<file path="src/rtl/dft_pkg.sv">
// Shared types and helpers for the time-multiplexed 8-point DFT sequencer.
package dft_pkg;

    // pi/4 in Q.24 radians
    localparam logic [31:0] ANGLE_STEP = 32'd13176795;

    typedef enum logic [1:0] {IDLE, ISSUE, DRAIN, DONE} state_t;

    typedef struct packed {
        logic       valid;
        logic [2:0] k;
        logic       last;
    } tag_t;

    function automatic logic [31:0] saturate(input logic signed [63:0] v);
        if (v > 64'sd2147483647) begin
            return 32'h7FFFFFFF;
        end else if (v < -64'sd2147483648) begin
            return 32'h80000000;
        end
        return v[31:0];
    endfunction

endpackage

</file>
<file path="src/rtl/dft_tag_pipe.sv">
// Enable-gated shift register that carries each issued rotation's bookkeeping
// alongside the CORDIC so results can be matched to their bin on return.
module dft_tag_pipe
    import dft_pkg::*;
#(
    parameter int unsigned DEPTH = 26
) (
    input  logic i_clk,
    input  logic i_rst_n,
    input  logic i_enable,
    input  tag_t i_tag,
    output tag_t o_tag
);

    tag_t r_stage [DEPTH];

    always_ff @(posedge i_clk or negedge i_rst_n) begin
        if (!i_rst_n) begin
            for (int i = 0; i < DEPTH; i++) begin
                r_stage[i] <= '0;
            end
        end else if (i_enable) begin
            r_stage[0] <= i_tag;
            for (int i = 1; i < DEPTH; i++) begin
                r_stage[i] <= r_stage[i-1];
            end
        end
    end

    assign o_tag = r_stage[DEPTH-1];

endmodule

</file>
<file path="src/rtl/dft_sequencer.sv">
// 8-point forward DFT controller: issues one (coeff, angle) rotation per cycle to a
// shared CORDIC, accumulates the returning x/y per bin and streams out saturated bins.
module dft_sequencer
    import dft_pkg::*;
#(
    parameter int unsigned N          = 8,
    parameter int unsigned CORDIC_LAT = 26,
    parameter int unsigned ACC_W      = 35
) (
    input  logic        i_clk,
    input  logic        i_rst_n,
    input  logic        i_enable,
    input  logic        i_start,
    input  logic [31:0] i_coeff_0,
    input  logic [31:0] i_coeff_1,
    input  logic [31:0] i_coeff_2,
    input  logic [31:0] i_coeff_3,
    input  logic [31:0] i_coeff_4,
    input  logic [31:0] i_coeff_5,
    input  logic [31:0] i_coeff_6,
    input  logic [31:0] i_coeff_7,
    output logic [31:0] o_cordic_x_in,
    output logic [31:0] o_cordic_angle,
    output logic        o_cordic_en,
    input  logic [31:0] i_cordic_x_out,
    input  logic [31:0] i_cordic_y_out,
    output logic        o_busy,
    output logic        o_out_valid,
    output logic [2:0]  o_out_bin,
    output logic [31:0] o_out_re,
    output logic [31:0] o_out_im,
    output logic        o_done
);

    localparam int unsigned IDX_W = $clog2(N);
    localparam int unsigned CNT_W = 2 * IDX_W;

    state_t                  r_state, w_state_next;
    logic [CNT_W-1:0]        r_cnt;
    logic [31:0]             r_coeff [N];
    logic [IDX_W-1:0]        w_k, w_j, w_m, w_neg_m;
    logic                    w_issue, w_accept;
    tag_t                    w_tag_in, w_tag_out;
    logic signed [ACC_W-1:0] r_acc_re, r_acc_im, w_sum_re, w_sum_im;
    logic                    r_out_valid, r_done;
    logic [2:0]              r_out_bin;
    logic [31:0]             r_out_re, r_out_im;

    assign w_accept = i_enable && (r_state == IDLE) && i_start;
    assign w_issue  = (r_state == ISSUE);
    assign w_k      = r_cnt[CNT_W-1:IDX_W];
    assign w_j      = r_cnt[IDX_W-1:0];
    assign w_m      = IDX_W'(w_j * w_k);
    // (8 - m) mod 8 gives 0 for m = 0, which yields angle 0 with no special case
    assign w_neg_m  = IDX_W'(0) - w_m;

    assign o_cordic_x_in  = w_issue ? r_coeff[w_j] : '0;
    assign o_cordic_angle = w_issue ? 32'(w_neg_m) * ANGLE_STEP : '0;
    assign o_cordic_en    = i_enable;

    assign w_tag_in.valid = w_issue;
    assign w_tag_in.k     = w_k;
    assign w_tag_in.last  = (w_j == IDX_W'(N - 1));

    always_comb begin
        w_state_next = r_state;
        unique case (r_state)
            IDLE:    if (i_start) w_state_next = ISSUE;
            ISSUE:   if (r_cnt == CNT_W'(N * N - 1)) w_state_next = DRAIN;
            DRAIN:   if (w_tag_out.valid && w_tag_out.last && w_tag_out.k == 3'(N - 1))
                         w_state_next = DONE;
            DONE:    w_state_next = IDLE;
            default: w_state_next = IDLE;
        endcase
    end

    always_ff @(posedge i_clk or negedge i_rst_n) begin
        if (!i_rst_n) begin
            r_state <= IDLE;
            r_cnt   <= '0;
            r_done  <= 1'b0;
        end else if (i_enable) begin
            r_state <= w_state_next;
            r_done  <= (r_state == DONE);
            r_cnt   <= w_issue ? r_cnt + CNT_W'(1) : '0;
        end
    end

    always_ff @(posedge i_clk or negedge i_rst_n) begin
        if (!i_rst_n) begin
            for (int i = 0; i < N; i++) begin
                r_coeff[i] <= '0;
            end
        end else if (w_accept) begin
            r_coeff[0] <= i_coeff_0;
            r_coeff[1] <= i_coeff_1;
            r_coeff[2] <= i_coeff_2;
            r_coeff[3] <= i_coeff_3;
            r_coeff[4] <= i_coeff_4;
            r_coeff[5] <= i_coeff_5;
            r_coeff[6] <= i_coeff_6;
            r_coeff[7] <= i_coeff_7;
        end
    end

    dft_tag_pipe #(
        .DEPTH (CORDIC_LAT)
    ) u_tag_pipe (
        .i_clk    (i_clk),
        .i_rst_n  (i_rst_n),
        .i_enable (i_enable),
        .i_tag    (w_tag_in),
        .o_tag    (w_tag_out)
    );

    assign w_sum_re = r_acc_re + {{(ACC_W-32){i_cordic_x_out[31]}}, i_cordic_x_out};
    assign w_sum_im = r_acc_im + {{(ACC_W-32){i_cordic_y_out[31]}}, i_cordic_y_out};

    // The bin result includes the term returning with the last tag, so the accumulator
    // can clear in the same cycle and bin k+1 starts from zero.
    always_ff @(posedge i_clk or negedge i_rst_n) begin
        if (!i_rst_n) begin
            r_acc_re    <= '0;
            r_acc_im    <= '0;
            r_out_valid <= 1'b0;
            r_out_bin   <= '0;
            r_out_re    <= '0;
            r_out_im    <= '0;
        end else if (i_enable) begin
            r_out_valid <= 1'b0;
            if (w_tag_out.valid) begin
                if (w_tag_out.last) begin
                    r_out_re    <= saturate(64'(w_sum_re));
                    r_out_im    <= saturate(64'(w_sum_im));
                    r_out_bin   <= w_tag_out.k;
                    r_out_valid <= 1'b1;
                    r_acc_re    <= '0;
                    r_acc_im    <= '0;
                end else begin
                    r_acc_re <= w_sum_re;
                    r_acc_im <= w_sum_im;
                end
            end
        end
    end

    assign o_busy      = (r_state != IDLE);
    assign o_out_valid = r_out_valid;
    assign o_out_bin   = r_out_bin;
    assign o_out_re    = r_out_re;
    assign o_out_im    = r_out_im;
    assign o_done      = r_done;

endmodule

</file>
<file path="config.mk">
export PLATFORM = sky130hd
export DESIGN_NAME = dft_sequencer
export DESIGN_NICKNAME = d
export VERILOG_FILES = /design/src/rtl/dft_pkg.sv /design/src/rtl/dft_tag_pipe.sv /design/src/rtl/dft_sequencer.sv
export SDC_FILE = /design/constraint.sdc
export NUM_CORES = 1
export LEC_CHECK = 0
export CAP_MARGIN = 20
export CELL_PAD_IN_SITES_DETAIL_PLACEMENT = 1
export CELL_PAD_IN_SITES_GLOBAL_PLACEMENT = 2
export CORE_MARGIN = 4
export CORE_UTILIZATION = 40
export CTS_BUF_LIST = sky130_fd_sc_hd__clkbuf_4
export CTS_CLUSTER_SIZE = 12
export DETAILED_ROUTE_END_ITERATION = 12
export PLACE_DENSITY_LB_ADDON = 0.1
export SLEW_MARGIN = 0
export SYNTH_ARGS = -nofsm -noshare
export SYNTH_HDL_FRONTEND = slang
export SYNTH_HIERARCHICAL = 1
export SYNTH_SLANG_ARGS = --single-unit
</file>
<file path="constraint.sdc">
create_clock -name i_clk -period 15.35 [get_ports i_clk]
set_clock_uncertainty 0.15 [all_clocks]
set_input_delay 3.07 -clock i_clk [delete_from_list [all_inputs] [get_ports i_clk]]
set_output_delay 3.07 -clock i_clk [all_outputs]
set_load 0.1 [all_outputs]
</file>
# --- Yosys cells after proc, flatten, opt, wreduce, memory -nomap -nowiden ---
# Cells that the tools add are included.
op_classes:
  n_addsub: 4
  n_mul: 2
  n_lt_le_gt_ge: 5
  eq_ne: 9
  mux: 30
  bitwise: 1
  n_reduce_logical: 9
ops:
  columns: ["cell", "count"]
  rows:
  - ["$mux W32", 9]
  - ["$bmux W32 S3", 1]
  - ["$add A35 B35 Y35", 2]
  - ["$gt A35 B32 Y1 const B", 2]
  - ["$lt A35 B32 Y1 const B", 2]
  - ["$mux W35", 2]
  - ["$mul A3 B24 Y27 const B", 1]
  - ["$mux W27", 1]
  - ["$mux W1", 12]
  - ["$pmux W2 S4", 1]
  - ["$add A6 B1 Y6 const B", 1]
  - ["$eq A3 B3 Y1 const B", 2]
  - ["$eq A6 B6 Y1 const B", 1]
  - ["$mux W2", 3]
  - ["$mux W6", 1]
  - ["$eq A2 B2 Y1 const B", 2]
  - ["$ge A4 B4 Y1 const B", 1]
  - ["$logic_and A1 B1 Y1", 4]
  - ["$ne A2 B2 Y1 const B", 2]
  - ["$not A3 Y4", 1]
  - ["$reduce_and A4 Y1", 1]
  - ["$mul A3 B3 Y3", 1]
  - ["$reduce_and A3 Y1", 1]
  - ["$sub A1 B3 Y3 const A", 1]
  - ["other kinds (5)", 5]
totals:
  regBits: 533
  inputBits: 324
  output_inout_bits: 135
  wordCells: 155

# --- Longest topological paths before layout ---
# Gate-level depths: netlist of the first run.
logic_depth:
  word_depth: 8
  depth_mapped: 20
  depth_no_buf: 17

# --- Hierarchy ---
# Netlist of the first run, hierarchy kept.
by_module_without_submodules:
  columns: ["module", "n_inst", "cells_per_inst", "area_per_inst_um2", "seq_area_each_um2"]
  rows:
  - ["dft_sequencer", 1, 1926, 21906.0, 10084.7]
  - ["dft_tag_pipe", 1, 279, 4889.7, 3253.1]

# --- Worst setup path after synthesis of the first run ---
# OpenSTA, ideal clock, no wires.
synth_path:
  kind: "register -> output"
  from: "register r_cnt[0]"
  to: "output port o_cordic_angle[14]"
  t_arrival_ns: 6.269
  required_time_ns: 12.130
  path_slack_ns: 5.861
  path_stages_with_launch: 19
  cell_sequence: "dfrtp_1 -> clkbuf_1 -> buf_1 -> buf_1 -> and2_1 -> ha_1 -> inv_1 -> ha_1 -> inv_1 -> xnor3_1 -> inv_1 -> ha_1 -> ha_1 -> ha_1 -> a21oi_1 -> o21ai_0 -> a21o_1 -> a21oi_1 -> o21ai_0"
synth_between:
  elab_chain_len: 4
synth_rtl:
  columns: ["element", "line", "rtl"]
  rows:
  - ["from (decl)", "dft_sequencer.sv:39", "logic [CNT_W-1:0] r_cnt;"]
  - ["from (signal assigned)", "dft_sequencer.sv:85", "r_cnt <= w_issue ? r_cnt + CNT_W'(1) : '0;"]
  - ["$mul A3 B3 Y3", "dft_sequencer.sv:53", "assign w_m = IDX_W'(w_j * w_k);"]
  - ["$sub A1 B3 Y3", "dft_sequencer.sv:55", "assign w_neg_m = IDX_W'(0) - w_m;"]
  - ["$mul A3 B24 Y27", "dft_sequencer.sv:58", "assign o_cordic_angle = w_issue ? 32'(w_neg_m) * ANGLE_STEP : '0;"]
  - ["$mux W27", "dft_sequencer.sv:58", null]
  - ["to (decl)", "dft_sequencer.sv:23", "output logic [31:0] o_cordic_angle,"]
# No other way between the ends.

# --- Final worst setup path of the first run ---
layout_path:
  from: "register r_cnt[0]"
  to: "output port o_cordic_angle[11]"
# The elaborated chain is that of the path after synthesis.

==> metrics.cfg, run 1 <==
[synthesis]
synthCells=2205
synth_top_flop_cell=dfrtp_1
ys_warn_count=6
synth_edf_count=0
synth.largest_area_cell=dfrtp_1
synth_cell_types=74
synthArstFlopShare_pct=100
yosysMostFrequentCell=dfrtp_1
ys_ff_latch=533
synth_commonest_cells=dfrtp_1, mux2_2, nand2_1
synth_area_per_cell_um2=12.2
synth_top_cell_area_share_pct=49.8
yosys-top-cells-area=dfrtp_1, mux2_2, mux4_2, ha_1, nand2_1
yosysSeqAreaShare_pct=49.8
synth.cell_area_mm2=0.0268

[timing]
worst_pin_slew_ps=1200
finalCritPeriodShare_pct=68.1
finalSetupViolCount=0
rsz0062_at_grt=no
slew_headroom_pct=19.8
postLayoutSetupSlackWorst_ps=4900
fin_tns_setup_ps=0
final_max_slew_viol_count=0
period_minus_slack_ps=10450
fmax_mhz=95.7
finalHoldViolCount=0
whs_ps=330

[critical_path]
critPathTopFamily=adder cells
cp-endpoint=o_cordic_angle[11]
cp_max_fo=31
critPathLaunch=r_cnt[0]$_DFFE_PN0P_
r2r_cells=12
worstSetupStartpointType=register
cp_common_cell=ha_1
crit_cells=17
critPathSlowestCell=clkdlybuf4s50_1
cp.required_ps=12130
cp-end-kind=output pin
cp_cell_sequence=and2_1 > ha_1 > inv_1 > ha_1 > inv_1 > xnor3_1 > inv_1 > ha_1 > ha_1 > ha_1 > a21oi_1 > o21ai_0 > a21oi_1 > o311ai_2 > a311oi_1 > o21a_1 > clkdlybuf4s50_1
critical_path_class=reg -> out
r2r-start=r_acc_re[0]$_DFFE_PN0P_
regToRegSetupSlack_ps=11160
critPathBufInv=4
r2r-end=o_out_re[8]$_DFFE_PN0P_
crit_arrival_ps=7230
worst_path_largest_cell_delay_ps=1170

[grt]
first_global_vias=22200
grt_max_degree=189
overflow=0
grt_first_pass_wirelength_um=129000
grt_usage_pct=23.4
antenna_found_initial=29

[clocking]
root_buffer=clkbuf_4
path_clk_slew_ps=70
cts_tree=done
hold_buffers=0
clock-sinks=533
cts_buffers=152
cts_setup_buffers=0
clock_latency_ps=1000
clk_path_buf_depth=3
h-tree-depth=4
post_cts_resized=0

[drt]
via_count=19800
finalWirelength_um=82900
ant_nets=0
routedWlPerCell_um=22.5
drt-vias-per-instance=5.37
drtPass1Iterations=4
drcViolationCount=0
first_iter_violations=918

[placement]
place_congestion=0.849
dpl_worst_slack_ps=5930
dpl-instance-area_mm2=0.0319
place_inst=3389
dpl.hpwl_um=59700
io_buffer_count=452

[floorplanning]
num_rows=94
die_y_um=267
fp.dieArea_mm2=0.0712
start_util_pct=40.5
io_pins=459
die_w_um=267
core_region_area_mm2=0.0661

[flow_run]
drv_cap=0

[layout]
fin_cells=3686
post-route-util_pct=51.4
area_growth_pct=26.9
final.fill_count=6883
post-route-cell-area_mm2=0.0340
drive_gt1_share_pct=26.7
nNetsFinal=3094

[power]
p_leak_nw=14.9
peakVddDrop_v=0.000173
finalPower_mw=6.43
power_density_mw_per_mm2=189

[min_path]
min_path_type=reg -> reg

[status]
status=finished clean

[kinds of logic after synthesis]
logic type / after synthesis / share of synthesized area [%]
adders and majority gates: 89 / 4.21
buffers and inverters: 183 / 3.25
DFF: 533 / 49.8
and+or+nand+nor: 412 / 6.73
AOI/OAI and AO/OA: 457 / 11.7
other: 1 / 0.0140
muxes: 459 / 21.9
xor gates and xnor gates: 71 / 2.37
[layout by cell type (no fill, tap or decap), types with 6 or more instances in the layout]
master,synthesis,layout
o21bai_1,11,11
nor3_1,12,12
xor2_1,31,31
nand3_1,27,25
diode_2,0,29
a21oi_1,138,138
a211oi_1,17,17
mux2i_1,7,7
nand2b_1,11,11
buf_4,24,18
o211ai_1,36,36
dfrtp_1,533,531
nand2_1,215,214
clkbuf_4,0,219
mux4_2,64,64
xnor2_1,39,39
nor2_1,88,87
o311ai_2,11,11
a22o_1,51,51
o21ai_0,90,90
clkinv_1,1,33
inv_1,25,25
clkdlybuf4s50_1,0,450
a21o_1,25,25
o21a_1,14,14
conb_1,1,6
a31oi_1,13,12
nand4_1,10,10
mux2_2,388,388
ha_1,87,87
and2_1,12,12
and3_1,13,12
[per-layer routing]
| metal | GRT usage, % | share of wire, % |
|---|---|---|
| met5 | 0 | 0.092 |
| met4 | 8.99 | 2.9 |
| met3 | 7.41 | 6.6 |
| met2 | 39.8 | 50 |
| met1 | 27.8 | 40 |
[flip-flops by register name, indices dropped and copies added, names as in the netlist]
signal,cells
o_out_valid,1
o_out_re,32
r_cnt,6
u_tag_pipe/o_tag,5
o_out_im,32
r_coeff,256
r_acc_re,35
u_tag_pipe/r_stage,125
o_out_bin,3
r_acc_im,35
r_state,2
o_done,1
[power by group]
group / internal (mW) / total, mW / switching (mW)
clock: 0.711 / 1.35 / 0.640
combinational: 1.23 / 2.84 / 1.61
sequential: 1.93 / 2.24 / 0.313
[layout make-up]
cell class	instances	area [µm²]	area share (%)
repair buffers	474	4760	14.0
inverters	26	97.6	0.287
clock inverters	47	314	0.924
flip-flops and latches	533	13300	39.3
well taps	864	1080	3.18
multi-input cells	1494	12700	37.3
clock buffers	219	1640	4.84
diodes	29	72.6	0.213
[worst min-delay path, delay by kind of cell, from the launching register on]
| kind | cells | cell delay (ps) |
|---|---|---|
| AOI/OAI and AO/OA | 1 | 60 |
| DFF | 1 | 340 |
| and+or+nand+nor | 1 | 50 |
[how the worst min path moves through the flow]
stage / from / to / slack [ps] / cells past startpoint
3_3_place_gp: o_out_bin[1]$_DFFE_PN0P_ / o_out_bin[1]$_DFFE_PN0P_ / 310 / 2
5_1_grt: u_tag_pipe/r_stage[5]$_DFFE_PN0P_ / u_tag_pipe/o_tag[0]$_DFFE_PN0P_ / 330 / 1
3_5_place_dp: o_out_bin[2]$_DFFE_PN0P_ / o_out_bin[2]$_DFFE_PN0P_ / 320 / 2
4_1_cts: u_tag_pipe/r_stage[100]$_DFFE_PN0P_ / u_tag_pipe/r_stage[95]$_DFFE_PN0P_ / 330 / 1
6_report: o_out_re[31]$_DFFE_PN0P_ / o_out_re[31]$_DFFE_PN0P_ / 330 / 2
2_1_floorplan: r_acc_im[0]$_DFFE_PN0P_ / r_acc_im[0]$_DFFE_PN0P_ / 300 / 2
Note: power is estimated with default switching activity, not from simulation.
==> inputs of run 2 (changes only) <==
--- a/config.mk
+++ b/config.mk
@@ -9,7 +9,7 @@
 export CELL_PAD_IN_SITES_DETAIL_PLACEMENT = 1
 export CELL_PAD_IN_SITES_GLOBAL_PLACEMENT = 2
 export CORE_MARGIN = 4
-export CORE_UTILIZATION = 40
+export CORE_UTILIZATION = 33
 export CTS_BUF_LIST = sky130_fd_sc_hd__clkbuf_4
 export CTS_CLUSTER_SIZE = 12
 export DETAILED_ROUTE_END_ITERATION = 12
==> constraint.sdc (replaced) <==
create_clock -name i_clk -period 8.9 [get_ports i_clk]
set_clock_uncertainty 0.15 [all_clocks]
set_input_delay 1.78 -clock i_clk [delete_from_list [all_inputs] [get_ports i_clk]]
set_output_delay 1.78 -clock i_clk [all_outputs]
set_load 0.1 [all_outputs]
==> metrics.cfg, run 2 (synthesis gave the netlist of run 1 again) <==
[status]
status=finished clean

[timing]
final_max_slew_viol_count=0
finalSetupViolCount=0
postLayoutSetupSlackWorst_ps=627
fin_tns_setup_ps=0
fmax_mhz=121
slew_headroom_pct=22.8
rsz0062_at_grt=no
period_minus_slack_ps=8270
finalCritPeriodShare_pct=93.0
worst_pin_slew_ps=1160
finalHoldViolCount=0
whs_ps=325

[min_path]
hold_start=o_out_bin[1]$_DFFE_PN0P_
hold_path_end=o_out_bin[1]$_DFFE_PN0P_
hold_depth=2
min_path_type=reg -> reg

[placement]
place_congestion=0.824
dpl.hpwl_um=62900
place_inst=3587
dpl_worst_slack_ps=1310
io_buffer_count=452

[layout]
nNetsFinal=3098
largest_reg_flops=256
final_cell_mix=dfrtp_1, clkdlybuf4s50_1, mux2_2, clkbuf_4, nand2_1
drive_gt1_share_pct=27.2
area_growth_pct=27.7
top_register=r_coeff
final_common_cell=dfrtp_1
largestRegisters=r_coeff x256, u_tag_pipe/r_stage x125
fin_cells=3877

[flow_run]
drv_cap=0

[floorplanning]
core_region_area_mm2=0.0805
num_rows=104
start_util_pct=33.3
die_w_um=293
io_pins=459
fp.dieArea_mm2=0.0858
die_y_um=293

[critical_path]
critical_path_class=reg -> out
regToRegSetupSlack_ps=4470
cp.required_ps=6970
cp_common_cell=ha_1
worst_path_largest_cell_delay_ps=690
worstSetupStartpointType=register
cp_cell_sequence=and2_1 > ha_1 > inv_1 > ha_1 > inv_1 > xnor3_1 > inv_1 > ha_1 > ha_1 > ha_1 > a21oi_1 > o21ai_0 > a21oi_1 > o311ai_2 > a21oi_1 > xor2_1 > nor2_1 > buf_4
r2r_cells=12
r2r-start=r_acc_im[0]$_DFFE_PN0P_
cp-end-kind=output pin
cp_max_fo=28
critPathSlowestCell=dfrtp_4
r2r-end=o_out_im[26]$_DFFE_PN0P_
crit_arrival_ps=6340

[grt]
grt_max_degree=199
first_global_vias=22100
grt_usage_pct=20.1
overflow=0
antenna_found_initial=47
grt_first_pass_wirelength_um=133000

[drt]
drcViolationCount=0
via_count=19700
first_iter_violations=751
met3_length_um=6490
wl_met2_um=42300
m1WireLength_um=34800
drtPass1Iterations=6
drt-vias-per-instance=5.09
ant_nets=0
highest_layer=met5
routedWlPerCell_um=22.3
finalWirelength_um=86600

[power]
swShare_pct=39.9
p_switching_mw=4.44
p_comb_share_pct=44.3
p_int_mw=6.69
clock_power_share_pct=21.2
power_density_mw_per_mm2=325
p_leak_nw=15.0
p_seq_share_pct=34.5
peakVddDrop_v=0.000235
finalPower_mw=11.1

[clocking]
cts_buffers=156
path_clk_slew_ps=60
h-tree-depth=4
cts_setup_buffers=0
clock-sinks=533
clock_latency_ps=990
clk_path_buf_depth=3
cts_tree=done
hold_buffers=0
root_buffer=clkbuf_4

run 2: cell count changes in the layout (fill, tap and decap cells not counted), moves of 2 or more:
cell	delta
clkinv_1	-12
buf_16	-2
clkinv_4	+2
diode_2	-3
inv_6	-3
buf_4	+4
clkbuf_4	+10
dlymetal6s2s_1	+3
clkdlybuf4s50_1	-6
run 2: how the worst max path moves through the flow:
stage                               from            endpoint  slack (ps)
floorplan           r_cnt[0]$_DFFE_PN0P_  o_cordic_angle[14]         700
global placement    r_cnt[0]$_DFFE_PN0P_   o_cordic_angle[9]        1340
detailed placement  r_cnt[0]$_DFFE_PN0P_   o_cordic_angle[9]        1310
CTS                 r_cnt[0]$_DFFE_PN0P_   o_cordic_angle[9]         160
global route        r_cnt[0]$_DFFE_PN0P_  o_cordic_angle[13]          80
finish              r_cnt[0]$_DFFE_PN0P_  o_cordic_angle[13]         630
run 2: timing repair:
action	in CTS	in global routing
endpoints found under the setup margin	0	3
hold endpoints to repair	0	0
resized for setup	0	3
run 2: per-layer routing:
| metal | vias to the layer above | track usage, % |
|---|---|---|
| met5 | - | 0 |
| met4 | 32 | 8.16 |
| met3 | 197 | 7.35 |
| met2 | 518 | 33.6 |
| met1 | 9907 | 23.3 |
| li1 | 9088 | - |
run 2: worst max-delay path, delay by kind of cell (launching register included):
| family | cells | cell delay (ps) |
|---|---|---|
| AO/OA/AOI/OAI | 5 | 1010 |
| adder cells (fa/ha/maj) | 5 | 1820 |
| flip-flops | 1 | 690 |
| AND/OR/NAND/NOR | 2 | 410 |
| XOR/XNOR | 2 | 570 |
| buffers and inverters | 4 | 900 |
run 2: cell type report:
cell class | instances | area, µm²
Fill cell | 8554 | 46300
Sequential cell | 533 | 13300
Multi-Input combinational cell | 1494 | 12700
Timing Repair Buffer | 474 | 4730
Clock buffer | 229 | 1720
Tap cell | 1060 | 1330
Clock inverter | 35 | 249
Inverter | 26 | 97.6
Antenna cell | 26 | 65.1
run 2: through the flow:
stage,util [%],area [µm²]
after CTS,42.4,34100
final,42.5,34200
after global routing,42.4,34200
after global placement,39.9,32200
after floorplan,-,26800
after detailed placement,39.9,32200
run 2: power by group through the flow:
| stage | Combinational (mW) | Sequential, mW | Clock, mW |
|---|---|---|---|
| after global placement | 4.92 | 3.84 | 0 |
| after global routing | 5.36 | 3.95 | 2.61 |
| after CTS | 5.02 | 3.85 | 2.47 |
| after floorplan | 3.59 | 3.77 | 0 |
| final | 4.93 | 3.84 | 2.36 |
| after detailed placement | 5.00 | 3.89 | 0 |
==> inputs of run 3 (changes only) <==
--- a/config.mk
+++ b/config.mk
@@ -8,6 +8,7 @@
 export CAP_MARGIN = 20
 export CELL_PAD_IN_SITES_DETAIL_PLACEMENT = 1
 export CELL_PAD_IN_SITES_GLOBAL_PLACEMENT = 2
+export CORE_ASPECT_RATIO = 1.75
 export CORE_MARGIN = 4
 export CORE_UTILIZATION = 33
 export CTS_BUF_LIST = sky130_fd_sc_hd__clkbuf_4
==> metrics.cfg, run 3 (synthesis gave the netlist of run 1 again) <==
[status]
status=finished clean

[drt]
first_iter_violations=727
finalWirelength_um=88000
drcViolationCount=0
via_count=19600
drtPass1Iterations=5
routedWlPerCell_um=22.9
ant_nets=0
drt-vias-per-instance=5.11

[floorplanning]
die_y_um=385
start_util_pct=33.2
fp.dieArea_mm2=0.0860
io_pins=459
num_rows=138
core_region_area_mm2=0.0806
die_w_um=223

[timing]
fmax_mhz=120
finalSetupViolCount=0
slew_headroom_pct=21.8
fin_tns_setup_ps=0
final_max_slew_viol_count=0
finalCritPeriodShare_pct=93.6
finalHoldViolCount=0
rsz0062_at_grt=no
worst_pin_slew_ps=1170
period_minus_slack_ps=8330

[layout]
post-route-cell-area_mm2=0.0340
multi_input_area_mm2=0.0127
final_common_cell=dfrtp_1
largest_reg_flops=256
nNetsFinal=3086
final.fill_count=8595
top_register=r_coeff
fin_cells=3835
layout.area.seq_mm2=0.0133
final_cell_mix=dfrtp_1, clkdlybuf4s50_1, mux2_2, nand2_1, clkbuf_4
drive_gt1_share_pct=26.7
area_growth_pct=26.8
largestRegisters=r_coeff x256, u_tag_pipe/r_stage x125

[critical_path]
cp_max_fo=21
cp_cell_sequence=and2_1 > ha_1 > inv_1 > ha_1 > inv_1 > xnor3_1 > inv_1 > ha_1 > ha_1 > ha_1 > a21oi_1 > o21ai_0 > a21oi_1 > and3_1 > clkdlybuf4s50_1
worst_path_largest_cell_delay_ps=1140
critical_path_class=reg -> out
cp_common_cell=ha_1
critPathSlowestCell=clkdlybuf4s50_1
cp.required_ps=6970
cp-end-kind=output pin
worstSetupStartpointType=register
crit_arrival_ps=6400

[placement]
io_buffer_count=452
place_inst=3580
place_congestion=0.828
dpl-instance-area_mm2=0.0322
dpl.hpwl_um=65600

[clocking]
cts_setup_buffers=0
cts_tree=done
post_cts_resized=0
cts_buffers=139
clock_latency_ps=980
clock-sinks=533
clk_path_buf_depth=3
path_clk_slew_ps=70
h-tree-depth=4
hold_buffers=0
root_buffer=clkbuf_4

[power]
p_int_mw=6.56
swShare_pct=40.6
peakVddDrop_v=0.000210
p_switching_mw=4.49
clock_power_share_pct=19.6
p_comb_share_pct=45.5
power_density_mw_per_mm2=325
p_seq_share_pct=34.9
p_leak_nw=14.8

[grt]
overflow=0
grt_first_pass_wirelength_um=135000
grt_usage_pct=20.5
antenna_found_initial=52
grt_max_degree=174
first_global_vias=22400

[flow_run]
drv_cap=0

[min_path]
min_path_type=reg -> reg

==> run 3: area by class of cell <==
class,instances,area share [%]
clock inverter,28,0.563
sequential,533,39.3
antenna,21,0.155
inverter,26,0.287
timing repair buffer,479,14.1
clock buffer,204,4.51
multi-input combinational,1494,37.3
tap,1050,3.87
==> run 3: critical path: cells and delay by family, from the launching register on <==
kind / cells / cell delay, ps
AND/OR/NAND/NOR: 2 / 430
adder cells (fa/ha/maj): 5 / 1740
AO/OA/AOI/OAI: 3 / 550
XOR/XNOR: 1 / 460
flip-flops: 1 / 610
buffers and inverters: 4 / 1660
==> run 3: final timing paths <==
| path | start | endpoint | slack (ps) | cells after the start |
|---|---|---|---|---|
| worst min-delay path | o_out_re[31]$_DFFE_PN0P_ | o_out_re[31]$_DFFE_PN0P_ | 330 | 2 |
| worst max-delay path | r_cnt[1]$_DFFE_PN0P_ | o_cordic_angle[9] | 570 | 15 |
| worst max register to register | r_acc_re[0]$_DFFE_PN0P_ | o_out_re[5]$_DFFE_PN0P_ | 4470 | 12 |
| worst min register to register | o_out_re[31]$_DFFE_PN0P_ | o_out_re[31]$_DFFE_PN0P_ | 330 | 2 |
| max in group asynchronous | i_rst_n | r_cnt[0]$_DFFE_PN0P_ | 6070 | 3 |
| min in group asynchronous | i_rst_n | o_out_im[12]$_DFFE_PN0P_ | 640 | 1 |
==> run 3: power groups by stage <==
| stage | Combinational [mW] | Clock (mW) | Sequential [mW] |
|---|---|---|---|
| 2_1_floorplan | 3.59 | 0 | 3.77 |
| 4_1_cts | 5.15 | 2.29 | 3.86 |
| 3_3_place_gp | 5.04 | 0 | 3.84 |
| 5_1_grt | 5.47 | 2.41 | 3.96 |
| 6_report | 5.03 | 2.16 | 3.85 |
| 3_5_place_dp | 5.12 | 0 | 3.90 |
==> run 3: routing by layer <==
metal	vias to the layer above	global-route usage (%)	share of wire (%)
li1	9036	-	-
met1	9761	20.1	34
met2	551	37.3	53
met3	178	10.5	10
met4	58	6.48	2.2
met5	-	0	0.47
==> run 3: stage by stage <==
step | power, mW | hold slack, ps | utilization, % | setup WS, ps
finish | 11.0 | 330 | 42.1 | 573
global route | 11.8 | 358 | 42.1 | 69.1
CTS | 11.3 | 337 | 42.0 | 319
detailed placement | 9.02 | 323 | 39.9 | 1520
global placement | 8.88 | 314 | 39.9 | 1660
floorplan | 7.36 | 304 | - | 701
==> edit 1 (flow settings as in run 1) <==
Encoding of `state_t`: now one-hot (4 bits for 4 states).
--- a/src/rtl/dft_pkg.sv
+++ b/src/rtl/dft_pkg.sv
@@ -4,7 +4,7 @@
     // pi/4 in Q.24 radians
     localparam logic [31:0] ANGLE_STEP = 32'd13176795;
 
-    typedef enum logic [1:0] {IDLE, ISSUE, DRAIN, DONE} state_t;
+    typedef enum logic [3:0] {IDLE = 4'b0001, ISSUE = 4'b0010, DRAIN = 4'b0100, DONE = 4'b1000} state_t;
 
     typedef struct packed {
         logic       valid;
Behaviour: no difference found for any inputs over 4 cycles, from zero or initial values and one cycle with i_rst_n low; so few cycles prove little.
==> edit 1 against run 1 <==
Total power is 19% lower; non-clock buffer count is 4 lower; largest cell class unchanged; maximum frequency is 6.0% higher; cell area is 1.1% lower; area after synthesis is 1.2% lower; setup slack better by 0.60 ns; wire length is 4.2% lower; sequential cell count is 2 higher; critical endpoint is now o_cordic_angle[10].
==> edit 1: results (changes against run 1) <==
HPWL after DPL=56300 um (-5.8%); static leakage=0.0149 uW (-0.22%); register area=13400 um^2 (+0.39%); hold path endpoint=o_out_bin[0]; Sequential Power=2080 uW (-7%); final net count=2983 (-3.6%); mux cell area share after synthesis=0.223 (+0.00346); VDD IR max=95.3 uV (-45%); Synth Area in Adders=0.0403 (-0.00186); vias in the first global route=21101 (-4.9%); Non-Filler Cell Area, Final=33600 um^2 (-1.1%); compound-gate portion of the synthesized area=0.121 (+0.00418); met2 Track Usage GR=0.369 (-0.0290); metal3 WL=5360 um (-1.7%); first-pass GRT wire length=123000 um (-5.0%); sequential fraction of the synthesis area=0.506 (+0.00786); inverter count=23 (-12%); GR Util All Layers=0.224 (-0.0102); drt wl/cell=22.2 um (-1.2%); status=finished clean; Antenna diodes=21 (-28%); met2 wire length=38900 um (-6.7%); layout cell share with drive strength beyond 1=0.281 (+0.0137); Clk Latency, worst-skew pair=0.95 ns (-0.05 ns); initial detailed-routing violation count=878 (-4.4%); Synth cell types=83 (+12%); Final Util=0.511 (-0.00289); synth cell count leaders=dfrtp_1, mux2_2, nand2_1, a21oi_1, ha_1; r2r setup slk=11.01 ns (-0.15 ns); Worst EP arrival=6.64 ns (-0.59 ns); Non-CTS buffers=470 (-0.84%); gpl congestion=0.834 (-1.7%); FILL cells=6839 (-0.64%); vias=19202 (-3.0%)
## edit 1: cell count changes in the layout (fill, tap and decap cells not counted), moves of 11 or more
cell / change
a21boi_0: +24
a21oi_1: -21
a221o_1: +31
clkbuf_4: +13
clkinv_1: -11
nand2_1: -56
nor2_1: -23
o211ai_1: -27
o21ai_0: -31
o22a_1: +30
## edit 1: through the flow
| step | hold slack [ns] | setup WS (ns) | power, uW | std cells |
|---|---|---|---|---|
| finish | 0.325 | 5.49 | 5180 | 3574 |
| global route | 0.343 | 5.13 | 5530 | 3570 |
| CTS | 0.332 | 5.36 | 5260 | 3551 |
| detailed placement | 0.317 | 6.46 | 3880 | 3283 |
| global placement | 0.311 | 6.57 | 3800 | 3283 |
| floorplan | 0.304 | 5.70 | 3350 | 2096 |
==> edit 2 (flow settings as in run 1) <==
Made on the original files. Set the parameter `CORDIC_LAT` to 52 (it was 26).
--- a/src/rtl/dft_sequencer.sv
+++ b/src/rtl/dft_sequencer.sv
@@ -4,7 +4,7 @@
     import dft_pkg::*;
 #(
     parameter int unsigned N          = 8,
-    parameter int unsigned CORDIC_LAT = 26,
+    parameter int unsigned CORDIC_LAT = 52,
     parameter int unsigned ACC_W      = 35
 ) (
     input  logic        i_clk,
Check against the original RTL: same outputs for any inputs over 4 cycles, from zero or initial values and one cycle with i_rst_n low; that may be too few to reach the edited logic, so the function may still have changed.
==> edit 2 against run 1 <==
Wire length up 6.7%; core utilization down 1.4 points; cell area up 16%; die area up 18%; setup slack better by 0.25 ns; sequential cell count up 130; sequential power up 10%; critical path depth unchanged; total power down 11%; area after synthesis up 18%; highest routed layer unchanged.
==> edit 2: results (changes against run 1) <==
status=finished clean; met1 WL=36000 um (+8.1%); slew of the pin with the lowest slew margin=1.11 ns (-0.0922 ns); total power draw=5750 uW (-11%); CP max stage delay=1.14 ns (-0.03 ns); combinational power=1690 uW (-40%); final net count=3390 (+9.6%); layout cell share with drive strength beyond 1=0.300 (+0.0323); CTS Buf Count=182 (+20%); drt total wl=88500 um (+6.7%); GR Util All Layers=0.211 (-0.0228); CP Max Fanout=33 (+6.5%); gpl congestion=0.837 (-1.3%); M1 GR Usage=0.250 (-0.0278); final cell count without fillers=4183 (+13%); synthesized area per cell=12.8 um^2 (+5.3%); largest registers=r_coeff: 256 flops, u_tag_pipe/r_stage: 255 flops; Placed Cells=3840 (+13%); Synth Area in Adders=0.0356 (-0.00656); Clk Latency, worst-skew pair=1.02 ns (+0.02 ns); VDD IR max=108 uV (-38%); Worst EP arrival=6.98 ns (-0.25 ns); r2r setup slk=11.02 ns (-0.14 ns); HPWL after DPL=62500 um (+4.7%); Hold Startpoint=u_tag_pipe/r_stage[234]; static leakage=0.0179 uW (+20%); xor-xnor portion of the synthesized cell area=0.0200 (-0.00369); met2 Track Usage GR=0.356 (-0.0415); top cells by area, synth=dfrtp_1, mux2_2, mux4_2; compound-gate portion of the synthesized area=0.0988 (-0.0182); mux cell area share after synthesis=0.234 (+0.0143); largest net degree at the start of global routing=195 (+3.2%); sequential fraction of the synthesis area=0.523 (+0.0250); antenna violations before repair=33 (+14%); vias=21795 (+10%); Place WS=6.11 ns (+0.179 ns); Sw Ratio=0.330 (-0.0691); router iterations before antenna repair=5 (+1); metal3 WL=6300 um (+16%); first-pass GRT wire length=138000 um (+7.2%); Synth cell types=76 (+2.7%); met3 usage=0.0745 (+0.000395); synth cell count leaders=dfrtp_1, mux2_2, nand2_1, a21oi_1, clkbuf_1; Max Used Layer=met5; initial detailed-routing violation count=794 (-14%); RR Endpoint=o_out_im[11]; clock network power share=0.276 (+0.066); vias in the first global route=24427 (+10%); CTS clock-pin slew for the worst setup and hold paths=0.06 ns; met2 wire length=44100 um (+5.8%)
[edit 2: cell type report]
cell class	count	area, um^2
clock buffers	271	2030
repair buffers	480	4860
multi-input cells	1624	14200
clock inverters	49	280
diodes	20	50.0
fillers	8202	39400
inverters	26	97.6
well taps	1050	1310
flip-flops and latches	663	16600
[edit 2: worst max-delay path by stage]
stage | cells after the start | slack, ns | start | endpoint
6_report | 17 | 5.15 | r_cnt[0] | o_cordic_angle[11]
5_1_grt | 17 | 4.58 | r_cnt[0] | o_cordic_angle[11]
4_1_cts | 17 | 4.94 | r_cnt[0] | o_cordic_angle[11]
3_5_place_dp | 17 | 6.11 | r_cnt[0] | o_cordic_angle[11]
3_3_place_gp | 17 | 6.05 | r_cnt[0] | o_cordic_angle[11]
2_1_floorplan | 18 | 5.86 | r_cnt[0] | o_cordic_angle[14]
[edit 2: metrics by stage]
stage	hold WS, ns	cell area (um^2)
final	0.276	39500
after global routing	0.298	39400
after CTS	0.267	39300
after detailed placement	0.322	37000
after global placement	0.310	37000
after floorplan	0.302	31800
